<file path="config.mk">
export PLATFORM = sky130hd
export DESIGN_NAME = mc_main_controller_flat
export DESIGN_NICKNAME = d
export VERILOG_FILES = /design/src/rtl/mc_main_controller_if.sv /design/src/rtl/mc_main_controller.sv /design/src/flat_wrapper.sv
export SDC_FILE = /design/constraint.sdc
export NUM_CORES = 1
export LEC_CHECK = 0
export ABC_CLOCK_PERIOD_IN_PS = 1600
export BUFFER_PORTS_ARGS = -buffer_cell sky130_fd_sc_hd__buf_2
export CAP_MARGIN = 20
export CORE_ASPECT_RATIO = 0.9
export CORE_UTILIZATION = 46
export CTS_CLUSTER_DIAMETER = 40
export DETAILED_ROUTE_END_ITERATION = 6
export PLACE_DENSITY = 0.74
export SYNTH_ARGS = -nofsm -noshare
export SYNTH_HDL_FRONTEND = slang
export SYNTH_SLANG_ARGS = --single-unit
export TNS_END_PERCENT = 50
</file>
<file path="constraint.sdc">
create_clock -name clk -period 1.6 [get_ports clk]
set_input_delay 0.08 -clock clk [delete_from_list [all_inputs] [get_ports clk]]
set_output_delay 0.08 -clock clk [all_outputs]
set_load 0.03 [all_outputs]
</file>
<file path="src/rtl/mc_main_controller_if.sv">
// Control bus between the multicycle main controller and the datapath/memory.
// The master side is the controller; the slave side is the datapath.
interface mc_main_controller_if;
    logic [5:0] Op;
    logic       Zero;
    logic       MemReady;
    logic       IorD;
    logic       MemWrite;
    logic       IRWrite;
    logic       RegDst;
    logic       MemtoReg;
    logic       RegWrite;
    logic       ALUSrcA;
    logic [1:0] ALUSrcB;
    logic [1:0] ALUop;
    logic [1:0] PCSrc;
    logic       PCEn;
    logic       Illegal;
    logic       MemFault;
    logic [3:0] State;

    modport master (
        input  Op, Zero, MemReady,
        output IorD, MemWrite, IRWrite, RegDst, MemtoReg, RegWrite, ALUSrcA,
               ALUSrcB, ALUop, PCSrc, PCEn, Illegal, MemFault, State
    );

    modport slave (
        output Op, Zero, MemReady,
        input  IorD, MemWrite, IRWrite, RegDst, MemtoReg, RegWrite, ALUSrcA,
               ALUSrcB, ALUop, PCSrc, PCEn, Illegal, MemFault, State
    );
endinterface

</file>
<file path="src/rtl/mc_main_controller.sv">
// Multicycle main control FSM: fetch/decode/execute/memory/writeback sequencing,
// MemReady handshake with timeout, sticky HALT trap. Optional macro BNE_EN adds bne.
module mc_main_controller #(
    parameter int unsigned WAIT_LIMIT = 0
) (
    input  logic                 clk,
    input  logic                 reset,
    mc_main_controller_if.master bus
);
    localparam int unsigned CNT_W = 8;
    localparam int unsigned CMP_W = CNT_W + 1;

    typedef enum logic [3:0] {
        S_FETCH   = 4'd0,  S_DECODE  = 4'd1,  S_MEMADR = 4'd2,  S_MEMRD  = 4'd3,
        S_MEMWB   = 4'd4,  S_MEMWR   = 4'd5,  S_RTYPEEX = 4'd6, S_RTYPEWB = 4'd7,
        S_BEQEX   = 4'd8,  S_ADDIEX  = 4'd9,  S_ADDIWB = 4'd10, S_JEX    = 4'd11,
        S_BNEEX   = 4'd12, S_HALT    = 4'd15
    } state_t;

    state_t           r_state, w_next;
    logic [CNT_W-1:0] r_cnt;
    logic             r_illegal, r_memfault;
    logic             w_ill_set, w_mf_set, w_cnt_hit, w_waiting, w_in_fetch, w_pcwrite;
    logic             w_op_lw, w_op_sw, w_op_r, w_op_beq, w_op_addi, w_op_j, w_branch_ne;

    logic       r_iord, r_memwrite, r_regdst, r_memtoreg, r_regwrite, r_alusrca, r_pcwrite, r_branch;
    logic [1:0] r_alusrcb, r_aluop, r_pcsrc;
    logic       w_iord, w_memwrite, w_regdst, w_memtoreg, w_regwrite, w_alusrca, w_pcwr, w_branch;
    logic [1:0] w_alusrcb, w_aluop, w_pcsrc;

    assign w_op_lw   = (bus.Op == 6'b100011);
    assign w_op_sw   = (bus.Op == 6'b101011);
    assign w_op_r    = (bus.Op == 6'b000000);
    assign w_op_beq  = (bus.Op == 6'b000100);
    assign w_op_addi = (bus.Op == 6'b001000);
    assign w_op_j    = (bus.Op == 6'b000010);

    assign w_in_fetch = (r_state == S_FETCH);
    assign w_waiting  = w_in_fetch || (r_state == S_MEMRD) || (r_state == S_MEMWR);
    // Timeout fires on the WAIT_LIMIT-th consecutive cycle without MemReady
    assign w_cnt_hit  = (WAIT_LIMIT != 0) &&
                        ((CMP_W'(r_cnt) + CMP_W'(1)) == CMP_W'(WAIT_LIMIT));

    // Next-state logic
    always_comb begin
        w_next    = r_state;
        w_ill_set = 1'b0;
        w_mf_set  = 1'b0;
        case (r_state)
            S_FETCH, S_MEMRD, S_MEMWR: begin
                if (bus.MemReady) begin
                    if (r_state == S_FETCH)      w_next = S_DECODE;
                    else if (r_state == S_MEMRD) w_next = S_MEMWB;
                    else                         w_next = S_FETCH;
                end else if (w_cnt_hit) begin
                    w_next   = S_HALT;
                    w_mf_set = 1'b1;
                end
            end
            S_DECODE: begin
                if (w_op_lw || w_op_sw) w_next = S_MEMADR;
                else if (w_op_r)        w_next = S_RTYPEEX;
                else if (w_op_beq)      w_next = S_BEQEX;
                else if (w_op_addi)     w_next = S_ADDIEX;
                else if (w_op_j)        w_next = S_JEX;
`ifdef BNE_EN
                else if (bus.Op == 6'b000101) w_next = S_BNEEX;
`endif
                else begin
                    w_next    = S_HALT;
                    w_ill_set = 1'b1;
                end
            end
            S_MEMADR: begin
                if (w_op_lw)      w_next = S_MEMRD;
                else if (w_op_sw) w_next = S_MEMWR;
                else begin
                    w_next    = S_HALT;
                    w_ill_set = 1'b1;
                end
            end
            S_MEMWB, S_RTYPEWB, S_BEQEX, S_ADDIWB, S_JEX: w_next = S_FETCH;
            S_RTYPEEX: w_next = S_RTYPEWB;
            S_ADDIEX:  w_next = S_ADDIWB;
`ifdef BNE_EN
            S_BNEEX:   w_next = S_FETCH;
`endif
            S_HALT:    w_next = S_HALT;
            default:   w_next = S_HALT;
        endcase
    end

    // Moore control decode of the state being entered, registered with the state
    always_comb begin
        w_iord = 1'b0; w_memwrite = 1'b0; w_regdst = 1'b0; w_memtoreg = 1'b0;
        w_regwrite = 1'b0; w_alusrca = 1'b0; w_pcwr = 1'b0; w_branch = 1'b0;
        w_alusrcb = 2'b00; w_aluop = 2'b00; w_pcsrc = 2'b00;
        case (w_next)
            S_FETCH:   w_alusrcb = 2'b01;
            S_DECODE:  w_alusrcb = 2'b11;
            S_MEMADR:  begin w_alusrca = 1'b1; w_alusrcb = 2'b10; end
            S_MEMRD:   w_iord = 1'b1;
            S_MEMWB:   begin w_memtoreg = 1'b1; w_regwrite = 1'b1; end
            S_MEMWR:   begin w_iord = 1'b1; w_memwrite = 1'b1; end
            S_RTYPEEX: begin w_alusrca = 1'b1; w_aluop = 2'b10; end
            S_RTYPEWB: begin w_regdst = 1'b1; w_regwrite = 1'b1; end
            S_BEQEX, S_BNEEX: begin
                w_alusrca = 1'b1; w_aluop = 2'b01; w_pcsrc = 2'b01; w_branch = 1'b1;
            end
            S_ADDIEX:  begin w_alusrca = 1'b1; w_alusrcb = 2'b10; end
            S_ADDIWB:  w_regwrite = 1'b1;
            S_JEX:     begin w_pcsrc = 2'b10; w_pcwr = 1'b1; end
            default:   ;
        endcase
    end

`ifdef BNE_EN
    logic r_branch_ne;
    always_ff @(posedge clk or posedge reset) begin
        if (reset) r_branch_ne <= 1'b0;
        else       r_branch_ne <= (w_next == S_BNEEX);
    end
    assign w_branch_ne = r_branch_ne;
`else
    assign w_branch_ne = 1'b0;
`endif

    always_ff @(posedge clk or posedge reset) begin
        if (reset) begin
            r_state    <= S_FETCH;
            r_cnt      <= '0;
            r_illegal  <= 1'b0;
            r_memfault <= 1'b0;
            r_iord     <= 1'b0; r_memwrite <= 1'b0; r_regdst <= 1'b0; r_memtoreg <= 1'b0;
            r_regwrite <= 1'b0; r_alusrca  <= 1'b0; r_pcwrite <= 1'b0; r_branch  <= 1'b0;
            r_alusrcb  <= 2'b01; r_aluop   <= 2'b00; r_pcsrc  <= 2'b00;
        end else begin
            r_state    <= w_next;
            if (w_next != r_state)
                r_cnt <= '0;
            else if (w_waiting && !bus.MemReady && (r_cnt != '1))
                r_cnt <= r_cnt + CNT_W'(1);
            r_illegal  <= r_illegal  | w_ill_set;
            r_memfault <= r_memfault | w_mf_set;
            r_iord     <= w_iord;     r_memwrite <= w_memwrite; r_regdst  <= w_regdst;
            r_memtoreg <= w_memtoreg; r_regwrite <= w_regwrite; r_alusrca <= w_alusrca;
            r_pcwrite  <= w_pcwr;     r_branch   <= w_branch;
            r_alusrcb  <= w_alusrcb;  r_aluop    <= w_aluop;    r_pcsrc   <= w_pcsrc;
        end
    end

    // Fetch writes PC and IR together when the instruction word arrives
    assign w_pcwrite = r_pcwrite | (w_in_fetch & bus.MemReady);

    assign bus.IorD     = r_iord     & ~reset;
    assign bus.MemWrite = r_memwrite & ~reset;
    assign bus.IRWrite  = w_in_fetch & bus.MemReady & ~reset;
    assign bus.RegDst   = r_regdst   & ~reset;
    assign bus.MemtoReg = r_memtoreg & ~reset;
    assign bus.RegWrite = r_regwrite & ~reset;
    assign bus.ALUSrcA  = r_alusrca  & ~reset;
    assign bus.ALUSrcB  = reset ? 2'b00 : r_alusrcb;
    assign bus.ALUop    = reset ? 2'b00 : r_aluop;
    assign bus.PCSrc    = reset ? 2'b00 : r_pcsrc;
    assign bus.PCEn     = ~reset & (w_pcwrite | (r_branch & (bus.Zero ^ w_branch_ne)));
    assign bus.Illegal  = r_illegal  & ~reset;
    assign bus.MemFault = r_memfault & ~reset;
    assign bus.State    = r_state;
endmodule

</file>
<file path="src/flat_wrapper.sv">
// flat-port wrapper written by rule: the top's interface ports become plain ports
module mc_main_controller_flat 
#(
    parameter int unsigned WAIT_LIMIT = 0
)
  (clk, reset, bus_Op, bus_Zero, bus_MemReady, bus_IorD, bus_MemWrite, bus_IRWrite, bus_RegDst, bus_MemtoReg, bus_RegWrite, bus_ALUSrcA, bus_ALUSrcB, bus_ALUop, bus_PCSrc, bus_PCEn, bus_Illegal, bus_MemFault, bus_State);
  mc_main_controller_if bus_i ();
  input  logic clk;
  input  logic reset;
  input wire logic [$bits(bus_i.Op)-1:0] bus_Op;
  input wire logic [$bits(bus_i.Zero)-1:0] bus_Zero;
  input wire logic [$bits(bus_i.MemReady)-1:0] bus_MemReady;
  output wire logic [$bits(bus_i.IorD)-1:0] bus_IorD;
  output wire logic [$bits(bus_i.MemWrite)-1:0] bus_MemWrite;
  output wire logic [$bits(bus_i.IRWrite)-1:0] bus_IRWrite;
  output wire logic [$bits(bus_i.RegDst)-1:0] bus_RegDst;
  output wire logic [$bits(bus_i.MemtoReg)-1:0] bus_MemtoReg;
  output wire logic [$bits(bus_i.RegWrite)-1:0] bus_RegWrite;
  output wire logic [$bits(bus_i.ALUSrcA)-1:0] bus_ALUSrcA;
  output wire logic [$bits(bus_i.ALUSrcB)-1:0] bus_ALUSrcB;
  output wire logic [$bits(bus_i.ALUop)-1:0] bus_ALUop;
  output wire logic [$bits(bus_i.PCSrc)-1:0] bus_PCSrc;
  output wire logic [$bits(bus_i.PCEn)-1:0] bus_PCEn;
  output wire logic [$bits(bus_i.Illegal)-1:0] bus_Illegal;
  output wire logic [$bits(bus_i.MemFault)-1:0] bus_MemFault;
  output wire logic [$bits(bus_i.State)-1:0] bus_State;
  assign bus_i.Op = bus_Op;
  assign bus_i.Zero = bus_Zero;
  assign bus_i.MemReady = bus_MemReady;
  assign bus_IorD = bus_i.IorD;
  assign bus_MemWrite = bus_i.MemWrite;
  assign bus_IRWrite = bus_i.IRWrite;
  assign bus_RegDst = bus_i.RegDst;
  assign bus_MemtoReg = bus_i.MemtoReg;
  assign bus_RegWrite = bus_i.RegWrite;
  assign bus_ALUSrcA = bus_i.ALUSrcA;
  assign bus_ALUSrcB = bus_i.ALUSrcB;
  assign bus_ALUop = bus_i.ALUop;
  assign bus_PCSrc = bus_i.PCSrc;
  assign bus_PCEn = bus_i.PCEn;
  assign bus_Illegal = bus_i.Illegal;
  assign bus_MemFault = bus_i.MemFault;
  assign bus_State = bus_i.State;
  mc_main_controller #(.WAIT_LIMIT(WAIT_LIMIT)) u_core (.clk(clk), .reset(reset), .bus(bus_i));
endmodule
</file>
==> report_table.html <==
<table>
<tr><th>Metric</th><th>Value</th></tr>
<tr><th colspan="2">Drt</th></tr>
<tr><td>Via count</td><td>1061</td></tr>
<tr><td>Total Wirelength</td><td>2667 µm</td></tr>
<tr><td>Antenna Violating Nets Remaining</td><td>0</td></tr>
<tr><td>Per-cell via count in the routed design</td><td>5.332</td></tr>
<tr><td>Post-route DRC</td><td>0</td></tr>
<tr><td>Pre-Repair DR Iteration Count</td><td>4</td></tr>
<tr><td>Violation count after the first detailed-route iteration</td><td>14</td></tr>
<tr><td>Average wire length per cell after detail routing</td><td>13.40 µm</td></tr>
<tr><th colspan="2">STA</th></tr>
<tr><td>RSZ-0062 raised after global routing</td><td>true</td></tr>
<tr><td>Worst slew margin</td><td>55.91%</td></tr>
<tr><td>Min Tclk post-route</td><td>1.839 ns</td></tr>
<tr><td>Count of endpoints failing hold in the final timing report</td><td>17</td></tr>
<tr><td>Transition time of the tightest slew-check pin</td><td>0.6606 ns</td></tr>
<tr><td>Hold slack final</td><td>-0.02627 ns</td></tr>
<tr><td>Final worst-path cycle share</td><td>114.9%</td></tr>
<tr><td>Final clock skew</td><td>0.01176 ns</td></tr>
<tr><td>Slew Viols, Final</td><td>0</td></tr>
<tr><td>Final setup violation count</td><td>12</td></tr>
<tr><td>Fmax</td><td>543.9 MHz</td></tr>
<tr><td>Final worst-path setup slack</td><td>-0.2386 ns</td></tr>
<tr><td>Setup TNS after final layout</td><td>-1.350 ns</td></tr>
<tr><th colspan="2">Placement</th></tr>
<tr><td>Post-detailed-placement half-perimeter wirelength</td><td>1972 µm</td></tr>
<tr><td>Cell Area, Placed</td><td>1415 µm²</td></tr>
<tr><td>RD Place Congestion</td><td>0.8678</td></tr>
<tr><td>Worst slack after detailed placement</td><td>-0.1952 ns</td></tr>
<tr><td>Total placed cells including tap cells</td><td>187</td></tr>
<tr><td>IO Port Bufs</td><td>28</td></tr>
<tr><th colspan="2">Pwr</th></tr>
<tr><td>Switching part of the total</td><td>42.82%</td></tr>
<tr><td>Combinational cell fraction of total power</td><td>74.0%</td></tr>
<tr><td>Net Sw Power</td><td>0.001627 W</td></tr>
<tr><td>Worst VDD drop</td><td>1.587 mV</td></tr>
<tr><td>Pwr/cell area</td><td>2397 nW/µm²</td></tr>
<tr><td>Fraction of power consumed by the clock network</td><td>7.4%</td></tr>
<tr><td>Int Power</td><td>0.002172 W</td></tr>
<tr><td>Proportion of power drawn by flip-flops and latches</td><td>18.5%</td></tr>
<tr><td>Leak</td><td>0.7814 nW</td></tr>
<tr><th colspan="2">Global route</th></tr>
<tr><td>GRT overflow</td><td>0</td></tr>
<tr><td>Number of global-route vias before repair</td><td>1002</td></tr>
<tr><td>Wire length of the first global-routing pass</td><td>4554 µm</td></tr>
<tr><td>Initial antenna violation count</td><td>0</td></tr>
<tr><td>Maximum number of pins on one net before global-route repair</td><td>19</td></tr>
<tr><td>Gr usage total</td><td>23.90%</td></tr>
<tr><th colspan="2">Synth</th></tr>
<tr><td>Async S/R FF share, synth</td><td>100.0%</td></tr>
<tr><td>Number of warning messages in the yosys log</td><td>0</td></tr>
<tr><td>Post-synth design cell area</td><td>1105 µm²</td></tr>
<tr><td>Number of flops mapped to enable cells by yosys</td><td>0</td></tr>
<tr><td>Sequential area share after synthesis</td><td>40.88%</td></tr>
<tr><td>Synth Instances</td><td>116</td></tr>
<tr><td>Post-Syn Area per Cell</td><td>9.524 µm²</td></tr>
<tr><td>Count of state elements after synthesis</td><td>18</td></tr>
<tr><td>Post-synth top flop</td><td>dfrtp_1</td></tr>
<tr><td>Distinct cell type count of the synthesized netlist</td><td>46</td></tr>
<tr><td>Number of nets in the synthesized netlist</td><td>126</td></tr>
<tr><th colspan="2">Worst setup path</th></tr>
<tr><td>Worst R2R Path Depth</td><td>5</td></tr>
<tr><td>Capturing element type of the critical path</td><td>register</td></tr>
<tr><td>Crit-path slowest cell</td><td>dfrtp_2</td></tr>
<tr><td>Required time at the worst-slack endpoint</td><td>1.81 ns</td></tr>
<tr><td>Maximum net fanout on the critical path</td><td>6</td></tr>
<tr><td>Buffers &amp; Inverters on Critical Path</td><td>0</td></tr>
<tr><td>Peak per-stage delay on the critical path</td><td>0.44 ns</td></tr>
<tr><td>CP Data Arrival Time</td><td>2.05 ns</td></tr>
<tr><td>Kind of cell adding the most delay to the critical path</td><td>compound AO/OA/AOI/OAI gates</td></tr>
<tr><td>Startpoint kind of the worst setup timing path</td><td>register</td></tr>
<tr><td>Critical path class</td><td>reg -&gt; reg</td></tr>
<tr><td>Critical Path, Cell by Cell</td><td>nor2b_1 -&gt; a22o_1 -&gt; a221o_1 -&gt; or3_1 -&gt; a211oi_2</td></tr>
<tr><td>Path length in cells of the critical path</td><td>5</td></tr>
<tr><th colspan="2">Floorplanning</th></tr>
<tr><td>Top Ports</td><td>30</td></tr>
<tr><td>Core Rows</td><td>16</td></tr>
<tr><td>CORE AREA</td><td>2222 µm²</td></tr>
<tr><td>Width of the die</td><td>53.66 µm</td></tr>
<tr><td>Die outline height</td><td>48.49 µm</td></tr>
<tr><td>Die area</td><td>2602 µm²</td></tr>
<tr><td>Starting density of the core</td><td>49.72%</td></tr>
<tr><th colspan="2">Clock network</th></tr>
<tr><td>Clock tree from TritonCTS</td><td>yes</td></tr>
<tr><td>Clock transition at the registers of the reported paths</td><td>0.11 ns</td></tr>
<tr><td>CTS sink count</td><td>18</td></tr>
<tr><td>Number of buffers between clock root and the deepest sink</td><td>2</td></tr>
<tr><td>H-tree level count</td><td>1</td></tr>
<tr><td>Master cell of the clock root buffer</td><td>clkbuf_4</td></tr>
<tr><td>Clock latency reported for the late side of the worst-skew pair</td><td>0.31 ns</td></tr>
<tr><td>Inserted Clock Buffers</td><td>3</td></tr>
<tr><th colspan="2">Final layout</th></tr>
<tr><td>Most frequent standard cell in the layout excluding fill and tap cells</td><td>buf_4</td></tr>
<tr><td>N_diodes</td><td>0</td></tr>
<tr><td>Utilization after layout</td><td>71.34%</td></tr>
<tr><td>Top library cells by usage in the layout, fill and taps aside</td><td>buf_4, buf_2, nor2b_1</td></tr>
<tr><td>Fill cell total of the finished layout</td><td>170</td></tr>
<tr><td>Fraction of layout cells with a size suffix above 1</td><td>54.07%</td></tr>
<tr><td>Number of flip-flops under the largest register name</td><td>4</td></tr>
<tr><td>Final Instance Count excl. Fillers</td><td>199</td></tr>
<tr><td>Number of nets at the end of the flow</td><td>183</td></tr>
<tr><td>Area growth from synthesis to layout</td><td>43.49%</td></tr>
<tr><td>Finished layout cell area</td><td>1585 µm²</td></tr>
<tr><th colspan="2">Job</th></tr>
<tr><td>Reported max-cap violation count</td><td>0</td></tr>
<tr><th colspan="2">Run status</th></tr>
<tr><td>Run status</td><td>complete, but fails checks</td></tr>
<tr><td>Violated checks</td><td>hold timing, setup timing</td></tr>
<tr><th colspan="2">Hold path</th></tr>
<tr><td>Class of the tightest hold or removal check</td><td>in -&gt; async</td></tr>
</table>
-- cell type report --
cell class / count / area (µm²) / share of cell area [%]
Timing Repair Buffer: 62 / 415.4 / 26.20
Tap cell: 27 / 33.78 / 2.131
Sequential cell: 18 / 455.4 / 28.73
Multi-Input combinational cell: 82 / 619.3 / 39.07
Inverter: 6 / 25.02 / 1.579
Clock buffer: 4 / 36.28 / 2.289
-- synthesized netlist by cell type, types with 2 or more instances --
library cell  count  area share [%]
a21oi_1           6             2.7
nor2b_1          19              11
and3_1            2             1.1
clkbuf_1          2            0.68
o211ai_2          2             2.3
nor2_1            5             1.7
nand2_1           2            0.68
o21ai_0           9             4.1
a21o_1            2             1.4
o211ai_1          2             1.4
or3b_1            2             1.6
buf_6             2             2.0
buf_4             3             2.0
inv_2             2            0.68
nor4_1            2             1.1
clkbuf_2          2            0.91
inv_1             4             1.4
dfrtp_1          17              39
nor3_1            4             1.8
-- power groups by stage --
stage               Combinational, W  Clock, W  Sequential, W
CTS                          0.00266  0.000285       0.000703
global placement             0.00218         0       0.000707
finish                       0.00281  0.000282       0.000704
global route                 0.00301  0.000305       0.000727
detailed placement           0.00223         0       0.000718
floorplan                    0.00134         0       0.000780
-- routing by layer --
metal	share of wire [%]	wire, µm	track usage (%)	vias to the layer above
li1	-	-	-	520
met3	5.1	135	5.660	4
met2	50	1343	38.89	31
met4	0.94	25	7.456	0
met1	44	1161	30.46	506
met5	0	0	0	-
-- final timing paths --
| kind | start | endpoint | slack (ns) |
|---|---|---|---|
| setup / recovery | u_core.bus.State[0] | u_core.r_iord | -0.24 |
| hold / removal | reset | u_core.r_pcsrc[1] | -0.03 |
| setup reg to reg | u_core.bus.State[0] | u_core.r_iord | -0.24 |
| hold reg to reg | u_core.r_illegal | u_core.r_illegal | 0.49 |
| max in group asynchronous | reset | u_core.bus.State[1] | 1.17 |
| min in group clk | bus_MemReady | u_core.r_memtoreg | 0.16 |
-- kinds of logic after synthesis --
| kind of cell | count (synthesis) | share of synthesized area, % |
|---|---|---|
| and+or+nand+nor | 48 | 28.09 |
| AOI/OAI and AO/OA | 32 | 21.74 |
| DFF | 18 | 40.88 |
| buffers and inverters | 16 | 8.153 |
| xor gates and xnor gates | 1 | 0.7929 |
| other | 1 | 0.3394 |
-- stage by stage --
| step | hold slack, ns | total power [W] |
|---|---|---|
| 2_1_floorplan | 0.2310 | 0.002117 |
| 3_3_place_gp | 0.3226 | 0.002887 |
| 3_5_place_dp | 0.3401 | 0.002948 |
| 4_1_cts | 0.004174 | 0.003648 |
| 5_1_grt | 0.04491 | 0.004047 |
| 6_report | -0.02627 | 0.003799 |
-- timing repair --
action                                 CTS  global route
buffers inserted                         7             1
setup endpoints to repair               12            14
pin swaps                                8             3
endpoints found under the hold margin    0             0
hold buffers                             0             0
resized for setup                       18             6
Note: power is estimated with default switching activity, not from simulation.
